**src/rtl/icache_mem_adapter_arb.sv**
```systemverilog
// Round-robin arbiter of NUM_CH fetch channels onto one registered memory request port,
// with credit-limited outstanding requests and an in-order response FIFO routed by channel ID.
module icache_mem_adapter_arb #(
   parameter  int NUM_CH    = 2,
   parameter  int ADDR_W    = 32,
   parameter  int DATA_W    = 256,
   parameter  int TAG_W     = 12,
   parameter  int MAX_OUTST = 8,
   parameter  int RSP_DEPTH = 4,
   localparam int CH_W      = $clog2(NUM_CH),
   localparam int CNT_W     = $clog2(MAX_OUTST) + 1
) (
   input  logic                     clk,
   input  logic                     rst_n,
   input  logic [NUM_CH-1:0]        ch_req_vld,
   output logic [NUM_CH-1:0]        ch_req_rdy,
   input  logic [NUM_CH*ADDR_W-1:0] ch_req_addr,
   input  logic [NUM_CH*TAG_W-1:0]  ch_req_tag,
   output logic [NUM_CH-1:0]        ch_rsp_vld,
   input  logic [NUM_CH-1:0]        ch_rsp_rdy,
   output logic [DATA_W-1:0]        ch_rsp_data,
   output logic [TAG_W-1:0]         ch_rsp_tag,
   output logic                     mem_req_vld,
   input  logic                     mem_req_rdy,
   output logic [ADDR_W-1:0]        mem_req_addr,
   output logic [CH_W+TAG_W-1:0]    mem_req_tag,
   input  logic                     mem_ack_vld,
   output logic                     mem_ack_rdy,
   input  logic [DATA_W-1:0]        mem_ack_data,
   input  logic [CH_W+TAG_W-1:0]    mem_ack_tag,
   output logic [CNT_W-1:0]         outst_cnt,
   output logic                     err_bad_ch
);

   // Every port is valid/ready: a transfer happens on a rising edge where both are high;
   // the sender holds its payload stable while valid is high and ready is low.

   localparam int PTR_W = $clog2(RSP_DEPTH);
   localparam int ENT_W = CH_W + TAG_W;

   logic [CH_W-1:0]     rr_ptr;
   logic [2*NUM_CH-1:0] vld_rot;
   logic                found, grant_any, can_issue;
   int                  win_int;
   logic [CH_W-1:0]     winner;
   logic [ADDR_W-1:0]   win_addr;
   logic [TAG_W-1:0]    win_tag;

   assign can_issue = (!mem_req_vld || mem_req_rdy) && (outst_cnt < CNT_W'(MAX_OUTST));

   // Rotate the request vector so bit 0 is the channel at rr_ptr; first set bit wins.
   always_comb begin
      vld_rot    = {ch_req_vld, ch_req_vld} >> rr_ptr;
      found      = 1'b0;
      win_int    = 0;
      ch_req_rdy = '0;
      win_addr   = '0;
      win_tag    = '0;
      for (int k = 0; k < NUM_CH; k++) begin
         if (!found && vld_rot[k]) begin
            found   = 1'b1;
            win_int = (int'(rr_ptr) + k) % NUM_CH;
         end
      end
      grant_any = found && can_issue;
      winner    = CH_W'(win_int);
      for (int i = 0; i < NUM_CH; i++) begin
         if (win_int == i) begin
            ch_req_rdy[i] = grant_any;
            win_addr      = ch_req_addr[i*ADDR_W +: ADDR_W];
            win_tag       = ch_req_tag[i*TAG_W +: TAG_W];
         end
      end
   end

   always_ff @(posedge clk or negedge rst_n) begin
      if (!rst_n) begin
         mem_req_vld  <= 1'b0;
         mem_req_addr <= '0;
         mem_req_tag  <= '0;
         rr_ptr       <= '0;
      end else if (grant_any) begin
         mem_req_vld  <= 1'b1;
         mem_req_addr <= win_addr;
         mem_req_tag  <= {winner, win_tag};
         rr_ptr       <= CH_W'((win_int + 1) % NUM_CH);
      end else if (mem_req_rdy) begin
         mem_req_vld  <= 1'b0;
      end
   end

   logic [ENT_W-1:0]  fifo_tag  [RSP_DEPTH];
   logic [DATA_W-1:0] fifo_data [RSP_DEPTH];
   logic [PTR_W:0]    wr_ptr, rd_ptr;
   logic              fifo_empty, fifo_full, push, pop;
   logic [ENT_W-1:0]  head_ent;
   logic [CH_W-1:0]   head_ch;
   logic              head_bad, head_rdy;

   assign fifo_empty  = (wr_ptr == rd_ptr);
   assign fifo_full   = (wr_ptr[PTR_W] != rd_ptr[PTR_W]) &&
                        (wr_ptr[PTR_W-1:0] == rd_ptr[PTR_W-1:0]);
   assign mem_ack_rdy = !fifo_full;
   assign push        = mem_ack_vld && !fifo_full;

   assign head_ent    = fifo_tag[rd_ptr[PTR_W-1:0]];
   assign head_ch     = head_ent[ENT_W-1 -: CH_W];
   assign head_bad    = {1'b0, head_ch} >= (CH_W+1)'(NUM_CH);
   assign ch_rsp_tag  = head_ent[TAG_W-1:0];
   assign ch_rsp_data = fifo_data[rd_ptr[PTR_W-1:0]];

   // A head entry with an out-of-range channel is discarded without presenting it.
   always_comb begin
      ch_rsp_vld = '0;
      head_rdy   = 1'b0;
      for (int i = 0; i < NUM_CH; i++) begin
         if (!fifo_empty && !head_bad && (int'(head_ch) == i)) begin
            ch_rsp_vld[i] = 1'b1;
            head_rdy      = ch_rsp_rdy[i];
         end
      end
   end

   assign pop = !fifo_empty && (head_bad || head_rdy);

   always_ff @(posedge clk) begin
      if (push) begin
         fifo_tag[wr_ptr[PTR_W-1:0]]  <= mem_ack_tag;
         fifo_data[wr_ptr[PTR_W-1:0]] <= mem_ack_data;
      end
   end

   always_ff @(posedge clk or negedge rst_n) begin
      if (!rst_n) begin
         wr_ptr     <= '0;
         rd_ptr     <= '0;
         err_bad_ch <= 1'b0;
      end else begin
         if (push) wr_ptr <= wr_ptr + 1'b1;
         if (pop)  rd_ptr <= rd_ptr + 1'b1;
         if (pop && head_bad) err_bad_ch <= 1'b1;
      end
   end

   // A credit is taken at grant (covering the request register) and returned when the response leaves.
   always_ff @(posedge clk or negedge rst_n) begin
      if (!rst_n) begin
         outst_cnt <= '0;
      end else begin
         case ({grant_any, pop})
            2'b10:   outst_cnt <= outst_cnt + 1'b1;
            2'b01:   if (outst_cnt != '0) outst_cnt <= outst_cnt - 1'b1;
            default: outst_cnt <= outst_cnt;
         endcase
      end
   end

endmodule

```
**config.mk**
```make
export PLATFORM = sky130hd
export DESIGN_NAME = icache_mem_adapter_arb
export DESIGN_NICKNAME = d
export VERILOG_FILES = /design/src/rtl/icache_mem_adapter_arb.sv
export SDC_FILE = /design/constraint.sdc
export NUM_CORES = 1
export LEC_CHECK = 0
export CAP_MARGIN = 0
export CORE_ASPECT_RATIO = 1.1
export CORE_UTILIZATION = 53
export DETAILED_ROUTE_END_ITERATION = 12
export PLACE_DENSITY_LB_ADDON = 0.2
export SETUP_SLACK_MARGIN = 0.4
export SYNTH_ARGS = -nofsm -noshare
export SYNTH_HDL_FRONTEND = slang
export SYNTH_SLANG_ARGS = --single-unit
```
**constraint.sdc**
```tcl
create_clock -name clk -period 9 [get_ports clk]
set_clock_uncertainty 0.05 [all_clocks]
set_input_delay 2.7 -clock clk [delete_from_list [all_inputs] [get_ports clk]]
set_output_delay 2.7 -clock clk [all_outputs]
set_load 0.1 [all_outputs]
```
==> results.sh, run 1 <==
export IMPL_status="completed"
export IMPL_ys_seq_area_frac=0.819
export IMPL_cp_max_fo=53
export IMPL_start_util=0.538
export IMPL_syn_inst=1628
export IMPL_worst_pin_slew_ns=1.20
export IMPL_ios=689
export IMPL_tritoncts="done"
export IMPL_gp_congestion=0.783
export IMPL_grt_first_pass_wirelength_um=135000
export IMPL_cp_data_required_time_ns=6.25
export IMPL_postSynthAreaPerCell_um2=25.3
export IMPL_portBuffers=687
export IMPL_cp_arrival_ns=4.69
export IMPL_cts_buffers=108
export IMPL_drt_first_pass_iters=6
export IMPL_reg2reg_depth=10
export IMPL_nFillCells=4648
export IMPL_initialDrtViolationCount=1621
export IMPL_setup_viol_count_final=0
export IMPL_cts_sinks=1133
export IMPL_crit_type="input pin to output pin"
export IMPL_synth_adder_area_share=0.00261
export IMPL_yosysWarnings=0
export IMPL_clockBufferDepth=3
export IMPL_hold_viol_final=0
export IMPL_dieWidth_um=268
export IMPL_post_cts_buffers=0
export IMPL_hold_path_cell_count=1
export IMPL_synthArstFlopShare=0.0503
export IMPL_synth_compound_area_frac=0.0126
export IMPL_cts_resized=0
export IMPL_final_common_cell="edfxtp_1"
export IMPL_rsz0062_at_grt="false"
export IMPL_relSlewSlack=0.198
export IMPL_route_detailed_wl_per_inst_um=26.8
export IMPL_synth_edf_count=1076
export IMPL_overflow=0
export IMPL_dpl_hpwl_um=59100
export IMPL_maxSlewViolCount=0
export IMPL_rows=106
export IMPL_max_freq_mhz=134
export IMPL_core_um2=76500
export IMPL_vias=19800
export IMPL_first_global_vias=20900
export IMPL_routed_via_density=5.64
export IMPL_grt_max_degree=146
export IMPL_clk_latency_ns=0.65
export IMPL_clk_pin_slew_ns=0.06
export IMPL_ctsHoldBuffers=0
export IMPL_drv_cap=0
export IMPL_fin_crit_sh=0.827
export IMPL_synth_top_family_by_area="multiplexers"
export IMPL_dieArea_um2=78800
export IMPL_area_growth_pct=28.6
export IMPL_final_nets=2741
export IMPL_synth_cell_area_um2=41200
export IMPL_clockRootBuffer="clkbuf_16"
export IMPL_endpoint_kind="output pin"
export IMPL_synth_xor_xnor_area_share=0.00191
export IMPL_layout_common_cells="edfxtp_1, clkdlybuf4s50_1, mux4_2, clkbuf_16, dfrtp_1"
export IMPL_period_needed_ns=7.44
export IMPL_postRouteAntennaNets=0
export IMPL_hp_class="register to register"
export IMPL_htreeDepth=3
export IMPL_synth_simple_area_share=0.00292
export IMPL_syn_num_nets=2001
export IMPL_finalSetupTns_ns=0
export IMPL_drc=0
export IMPL_die_height_um=294
export IMPL_layout_drive_gt1_share=0.190
export IMPL_drt_total_wl_um=94000
export IMPL_start_kind="input pin"
export IMPL_synthMuxAreaShare=0.148
export IMPL_ys_types=35
export IMPL_synth_ff_type="edfxtp_1"
export IMPL_antenna_found_initial=20
export IMPL_grt_util_all_layers=0.236
export IMPL_ys_ff_latch=1133
[synthesized netlist by cell type (2+ instances only)]
library cell	n	area [um2]
clkbuf_1	30	113
nor2b_1	3	18.8
inv_1	51	191
buf_1	16	60.1
nor3_1	3	15.0
nand2_1	4	15.0
mux4_2	269	6060
mux2_2	2	22.5
a222oi_1	44	440
o21ai_0	2	10.0
ha_1	7	87.6
nor2_1	3	11.3
buf_2	28	140
xor2_1	6	52.6
and3_1	4	25.0
dfrtp_1	57	1430
edfxtp_1	1076	32300
o22ai_1	2	12.5
a21o_1	3	22.5
xnor2_1	3	26.3
[logic make-up (layout without fill, tap and decap cells)]
kind of cell	Yosys count	count (layout)
AND/OR/NAND/NOR	22	22
adder cells (fa/ha/maj)	8	8
other	1	15
XOR/XNOR	9	9
AO/OA/AOI/OAI	55	55
multiplexers	273	273
buffers and inverters	127	962
flip-flops	1133	1133
[critical path, cell delays in order]
cell,delay (ns)
clkdlybuf4s50_1,0.52
nor2_1,0.06
or3_2,0.84
nor2b_4,0.34
buf_12,0.21
[cell type report]
| class | instances | area, um2 | share of cell area |
|---|---|---|---|
| flip-flops and latches | 1133 | 33700 | 0.637 |
| repair buffers | 706 | 7120 | 0.134 |
| multi-input cells | 368 | 6970 | 0.131 |
| clock buffers | 135 | 2880 | 0.0543 |
| well taps | 1026 | 1280 | 0.0242 |
| clock inverters | 70 | 768 | 0.0145 |
| inverters | 51 | 191 | 0.00361 |
| diodes | 14 | 35.0 | 0.000661 |
[state kept, by name, summed over array words and instances, names as in the netlist]
| name | flops |
|---|---|
| fifo_tag | 52 |
| mem_req_tag | 13 |
| wr_ptr | 3 |
| rd_ptr | 3 |
| outst_cnt | 4 |
| rr_ptr | 1 |
| mem_req_addr | 32 |
| mem_req_vld | 1 |
| fifo_data | 1024 |
[stage by stage]
| step | hold WS (ns) | util | cells | setup WS [ns] | area [um2] |
|---|---|---|---|---|---|
| 2_1_floorplan | 0.394 | - | 1628 | 1.69 | 41200 |
| 3_3_place_gp | 0.413 | 0.644 | 3284 | 1.64 | 49300 |
| 3_5_place_dp | 0.422 | 0.644 | 3284 | 1.60 | 49300 |
| 4_1_cts | 0.435 | 0.692 | 3489 | 1.60 | 53000 |
| 5_1_grt | 0.445 | 0.692 | 3499 | 1.50 | 53000 |
| 6_report | 0.434 | 0.692 | 3503 | 1.56 | 53000 |
[layer usage]
metal	wire length [um]	vias up	track usage
li1	-	8513	-
met1	32200	10300	0.264
met2	50100	754	0.415
met3	8120	159	0.0752
met4	3360	18	0.0997
met5	118	-	0
[final timing paths]
| check | to | start | slack, ns |
|---|---|---|---|
| setup / recovery | ch_req_rdy[0] | ch_req_vld[0] | 1.56 |
| hold / removal | mem_req_tag[12] | mem_req_tag[12] | 0.43 |
| setup reg to reg | outst_cnt[3] | rd_ptr[0] | 5.07 |
| hold reg to reg | mem_req_tag[12] | mem_req_tag[12] | 0.43 |
| max in group asynchronous | rd_ptr[0] | rst_n | 6.15 |
| min in group asynchronous | mem_req_addr[21] | rst_n | 2.11 |
Power of run 1 is left out: the tool's default activity adds up to more than one toggle a clock period on the data nets, which glitch-free logic cannot reach.
==> run 2: changes to the inputs <==
- CORE_UTILIZATION: 53 -> 48
- clock period: 9 -> 6.2 ns (I/O delays scaled with it)
==> run 2 against run 1 <==
Routed wire length increased by 1.1%. Count of clock-buffer cells in the layout decreased by 4. Register-to-register slack got worse by 2.5 ns. Flip-flop and latch count unchanged. Worst hold slack got worse by 0.012 ns. Global-route usage decreased by 2.0 points. Sequential share of layout area decreased by 0.28 points. Utilization decreased by 6.6 points. Final cell count increased by 3.9%.
==> results.sh, run 2 (synthesis results as in run 1) <==
export IMPL_status="completed"
export IMPL_relSlewSlack=0.174
export IMPL_start_kind="register"
export IMPL_rows=112
export IMPL_tritoncts="done"
export IMPL_dpl_hpwl_um=63100
export IMPL_rsz0062_at_grt="false"
export IMPL_reg2reg_to="outst_cnt[3]"
export IMPL_endpoint_kind="output pin"
export IMPL_ctsHoldBuffers=0
export IMPL_grt_max_degree=67
export IMPL_overflow=0
export IMPL_layout_common_cells="edfxtp_1, clkdlybuf4s50_1, mux4_2, clkbuf_16, buf_4"
export IMPL_hold_path_startpoint="rr_ptr"
export IMPL_cts_resized=0
export IMPL_clockRootBuffer="clkbuf_16"
export IMPL_hold_path_end="rr_ptr"
export IMPL_hold_viol_final=0
export IMPL_start_util=0.485
export IMPL_drt_total_wl_um=95000
export IMPL_fin_crit_sh=0.897
export IMPL_ios=689
export IMPL_finalSetupTns_ns=0
export IMPL_dieArea_um2=87000
export IMPL_routed_via_density=5.45
export IMPL_cts_buffers=110
export IMPL_cp_max_fo=53
export IMPL_final_nets=2774
export IMPL_postRouteAntennaNets=0
export IMPL_first_global_vias=20900
export IMPL_clockBufferDepth=3
export IMPL_antenna_found_initial=16
export IMPL_r2r_start="rd_ptr[1]"
export IMPL_cts_sinks=1133
export IMPL_dieWidth_um=281
export IMPL_max_freq_mhz=180
export IMPL_initialDrtViolationCount=1380
export IMPL_cp_data_required_time_ns=4.29
export IMPL_area_growth_pct=29.2
export IMPL_clk_pin_slew_ns=0.06
export IMPL_core_um2=84900
export IMPL_maxSlewViolCount=0
export IMPL_grt_first_pass_wirelength_um=137000
export IMPL_route_detailed_wl_per_inst_um=26.1
export IMPL_clk_latency_ns=0.67
export IMPL_nFillCells=5862
export IMPL_post_cts_buffers=0
export IMPL_portBuffers=687
export IMPL_drv_cap=0
export IMPL_drt_first_pass_iters=8
export IMPL_layout_drive_gt1_share=0.220
export IMPL_gp_congestion=0.769
export IMPL_largest_reg_flops=1024
export IMPL_hp_class="register to register"
export IMPL_cp_arrival_ns=3.65
export IMPL_worst_pin_slew_ns=1.24
export IMPL_reg2reg_depth=10
export IMPL_period_needed_ns=5.56
export IMPL_crit_type="register to output pin"
export IMPL_final_common_cell="edfxtp_1"
export IMPL_grt_util_all_layers=0.217
export IMPL_htreeDepth=3
export IMPL_setup_viol_count_final=0
export IMPL_hold_path_cell_count=1
export IMPL_drc=0
export IMPL_die_height_um=309
export IMPL_vias=19800
export IMPL_reg2reg_slack_ns=2.59
==> run 2: cell count changes in the layout (fill, tap and decap cells not counted), moves of 3 or more <==
cell	delta
bufinv_16	-3
buf_4	+74
diode_2	-6
clkinvlp_4	-3
clkdlybuf4s50_1	-56
clkinv_2	+3
clkbuf_8	-5
clkinv_16	-3
buf_12	+13
==> run 2: metrics by stage <==
step / setup slack (ns) / util / hold slack [ns] / cells / area, um2
after CTS: 0.562 / 0.627 / 0.426 / 3630 / 53200
after global placement: 1.05 / 0.585 / 0.410 / 3429 / 49700
final: 0.641 / 0.627 / 0.422 / 3638 / 53200
after global routing: 0.471 / 0.627 / 0.435 / 3637 / 53200
after detailed placement: 1.07 / 0.585 / 0.412 / 3429 / 49700
after floorplan: 0.561 / - / 0.394 / 1628 / 41200
==> run 2: how the worst max path moves through the flow <==
stage                             to  slack, ns         from
detailed placement     ch_req_rdy[0]       1.07  mem_req_rdy
global route           ch_rsp_tag[7]       0.47    rd_ptr[0]
floorplan            fifo_data[3][0]       0.56  mem_ack_vld
finish              ch_rsp_data[151]       0.64    rd_ptr[1]
global placement       ch_req_rdy[0]       1.05  mem_req_rdy
CTS                 ch_rsp_data[168]       0.56    rd_ptr[1]
==> run 2: cell type report <==
class / count / area (um2) / share of cell area
diodes: 8 / 20.0 / 0.000376
clock buffers: 131 / 2850 / 0.0536
clock inverters: 70 / 646 / 0.0121
inverters: 51 / 191 / 0.00360
multi-input cells: 368 / 6970 / 0.131
flip-flops and latches: 1133 / 33700 / 0.634
well taps: 1140 / 1430 / 0.0268
repair buffers: 737 / 7380 / 0.139
==> run 2: metal layers <==
layer	vias up	part of all wire	GRT usage
met5	-	0.0012	0
met4	18	0.027	0.0699
met3	146	0.084	0.0688
met2	719	0.54	0.390
met1	10400	0.35	0.243
li1	8559	-	-
==> run 2: critical path, stage by stage (launching register included) <==
cell and delay (ns):
dfrtp_4 1.02, buf_4 0.48, mux4_2 0.27, clkdlybuf4s50_1 1.16
Power of run 2 is left out for the same reason.
==> run 3: changes to the inputs <==
- RECOVER_POWER: default -> 25
==> run 3 against run 2 <==
Critical path depth did not move. Non-clock buffer count stayed put. Die area unchanged. Sequential share of layout area is essentially flat. Critical endpoint is now ch_rsp_data[177]. Largest cell class unchanged.
==> results.sh, run 3 (synthesis results as in run 1) <==
export IMPL_place_area_um2=49700
export IMPL_start_kind="register"
export IMPL_postRouteAntennaNets=0
export IMPL_crit_type="register to output pin"
export IMPL_clockBufferDepth=3
export IMPL_drt_total_wl_um=95100
export IMPL_final_nets=2774
export IMPL_first_global_vias=20900
export IMPL_cp_num_buf_inv=2
export IMPL_reg2reg_slack_ns=2.60
export IMPL_grt_first_pass_wirelength_um=137000
export IMPL_design_area_um2=53200
export IMPL_slowest_stage="clkdlybuf4s50_1"
export IMPL_layout_drive_gt1_share=0.220
export IMPL_cts_resized=0
export IMPL_final_common_cell="edfxtp_1"
export IMPL_reg2reg_to="outst_cnt[3]"
export IMPL_grt_max_degree=67
export IMPL_relSlewSlack=0.178
export IMPL_ios=689
export IMPL_rows=112
export IMPL_tritoncts="done"
export IMPL_drv_cap=0
export IMPL_htreeDepth=3
export IMPL_r2r_start="rd_ptr[1]"
export IMPL_dieArea_um2=87000
export IMPL_route_detailed_wl_per_inst_um=26.1
export IMPL_cts_buffers=110
export IMPL_path_cells="buf_4 > mux4_2 > clkdlybuf4s50_1"
export IMPL_multi_input_area_um2=6970
export IMPL_reg2reg_depth=10
export IMPL_overflow=0
export IMPL_nFillCells=5861
export IMPL_hp_class="register to register"
export IMPL_portBuffers=687
export IMPL_clk_latency_ns=0.67
export IMPL_area_growth_pct=29.3
export IMPL_worstSetupEndpoint="ch_rsp_data[177]"
export IMPL_endpoint_kind="output pin"
export IMPL_fin_crit_sh=0.896
export IMPL_largest_reg_flops=1024
export IMPL_dieWidth_um=281
export IMPL_status="completed"
export IMPL_rsz0062_at_grt="false"
export IMPL_cp_depth=3
export IMPL_routed_via_density=5.46
export IMPL_antenna_found_initial=46
export IMPL_ctsHoldBuffers=0
export IMPL_die_height_um=309
export IMPL_cp_data_required_time_ns=4.29
export IMPL_worstSetupStartpoint="rd_ptr[1]"
export IMPL_initialDrtViolationCount=1433
export IMPL_gp_congestion=0.769
export IMPL_cp_max_fo=53
export IMPL_start_util=0.485
export IMPL_regArea_um2=33700
export IMPL_cp_arrival_ns=3.65
export IMPL_core_um2=84900
export IMPL_maxSlewViolCount=0
export IMPL_max_freq_mhz=180
export IMPL_layout_common_cells="edfxtp_1, clkdlybuf4s50_1, mux4_2, dlygate4sd3_1, clkbuf_16"
export IMPL_setup_viol_count_final=0
export IMPL_finalSetupTns_ns=0
export IMPL_dpl_hpwl_um=63100
export IMPL_clockRootBuffer="clkbuf_16"
export IMPL_final_util=0.627
export IMPL_grt_util_all_layers=0.217
export IMPL_crit_family="buffers and inverters"
export IMPL_worst_pin_slew_ns=1.23
export IMPL_hold_viol_final=0
export IMPL_drc=0
export IMPL_period_needed_ns=5.56
export IMPL_clk_pin_slew_ns=0.06
export IMPL_post_cts_buffers=0
export IMPL_vias=19900
export IMPL_cts_sinks=1133
export IMPL_crit_path_max_incr_delay_ns=1.14
export IMPL_drt_first_pass_iters=7
==> run 3: cell type report <==
type,instances,area share
inverter,51,0.00360
multi-input combinational,368,0.131
tap,1140,0.0268
antenna,16,0.000752
clock buffer,131,0.0536
clock inverter,70,0.0121
timing repair buffer,737,0.139
sequential,1133,0.634
==> run 3: worst min-delay path by stage <==
stage,from,to,cells after the start
floorplan,rr_ptr,rr_ptr,1
global placement,rr_ptr,rr_ptr,1
detailed placement,rr_ptr,rr_ptr,1
CTS,rr_ptr,rr_ptr,1
global route,rr_ptr,rr_ptr,1
finish,rr_ptr,rr_ptr,1
==> run 3: layer usage <==
| layer | routed length, um | vias to the layer above | track usage |
|---|---|---|---|
| li1 | - | 8570 | - |
| met1 | 33300 | 10400 | 0.243 |
| met2 | 50900 | 753 | 0.390 |
| met3 | 7850 | 191 | 0.0688 |
| met4 | 2810 | 28 | 0.0699 |
| met5 | 185 | - | 0 |
==> run 3: worst reg2reg max path, delay by kind of cell, from the launching register on <==
family                     cells  cell delay [ns]
adders and majority gates      1             0.24
and+or+nand+nor                3             0.59
buffers and inverters          1             0.13
muxes                          2             0.77
DFF                            1             1.02
AOI/OAI and AO/OA              3             0.69
==> run 3: through the flow <==
stage / hold slack, ns / setup WS (ns) / cells
2_1_floorplan: 0.394 / 0.561 / 1628
3_3_place_gp: 0.410 / 1.05 / 3429
3_5_place_dp: 0.412 / 1.07 / 3429
4_1_cts: 0.426 / 0.562 / 3630
5_1_grt: 0.435 / 0.471 / 3641
6_report: 0.422 / 0.644 / 3646
Power of run 3 is left out for the same reason.
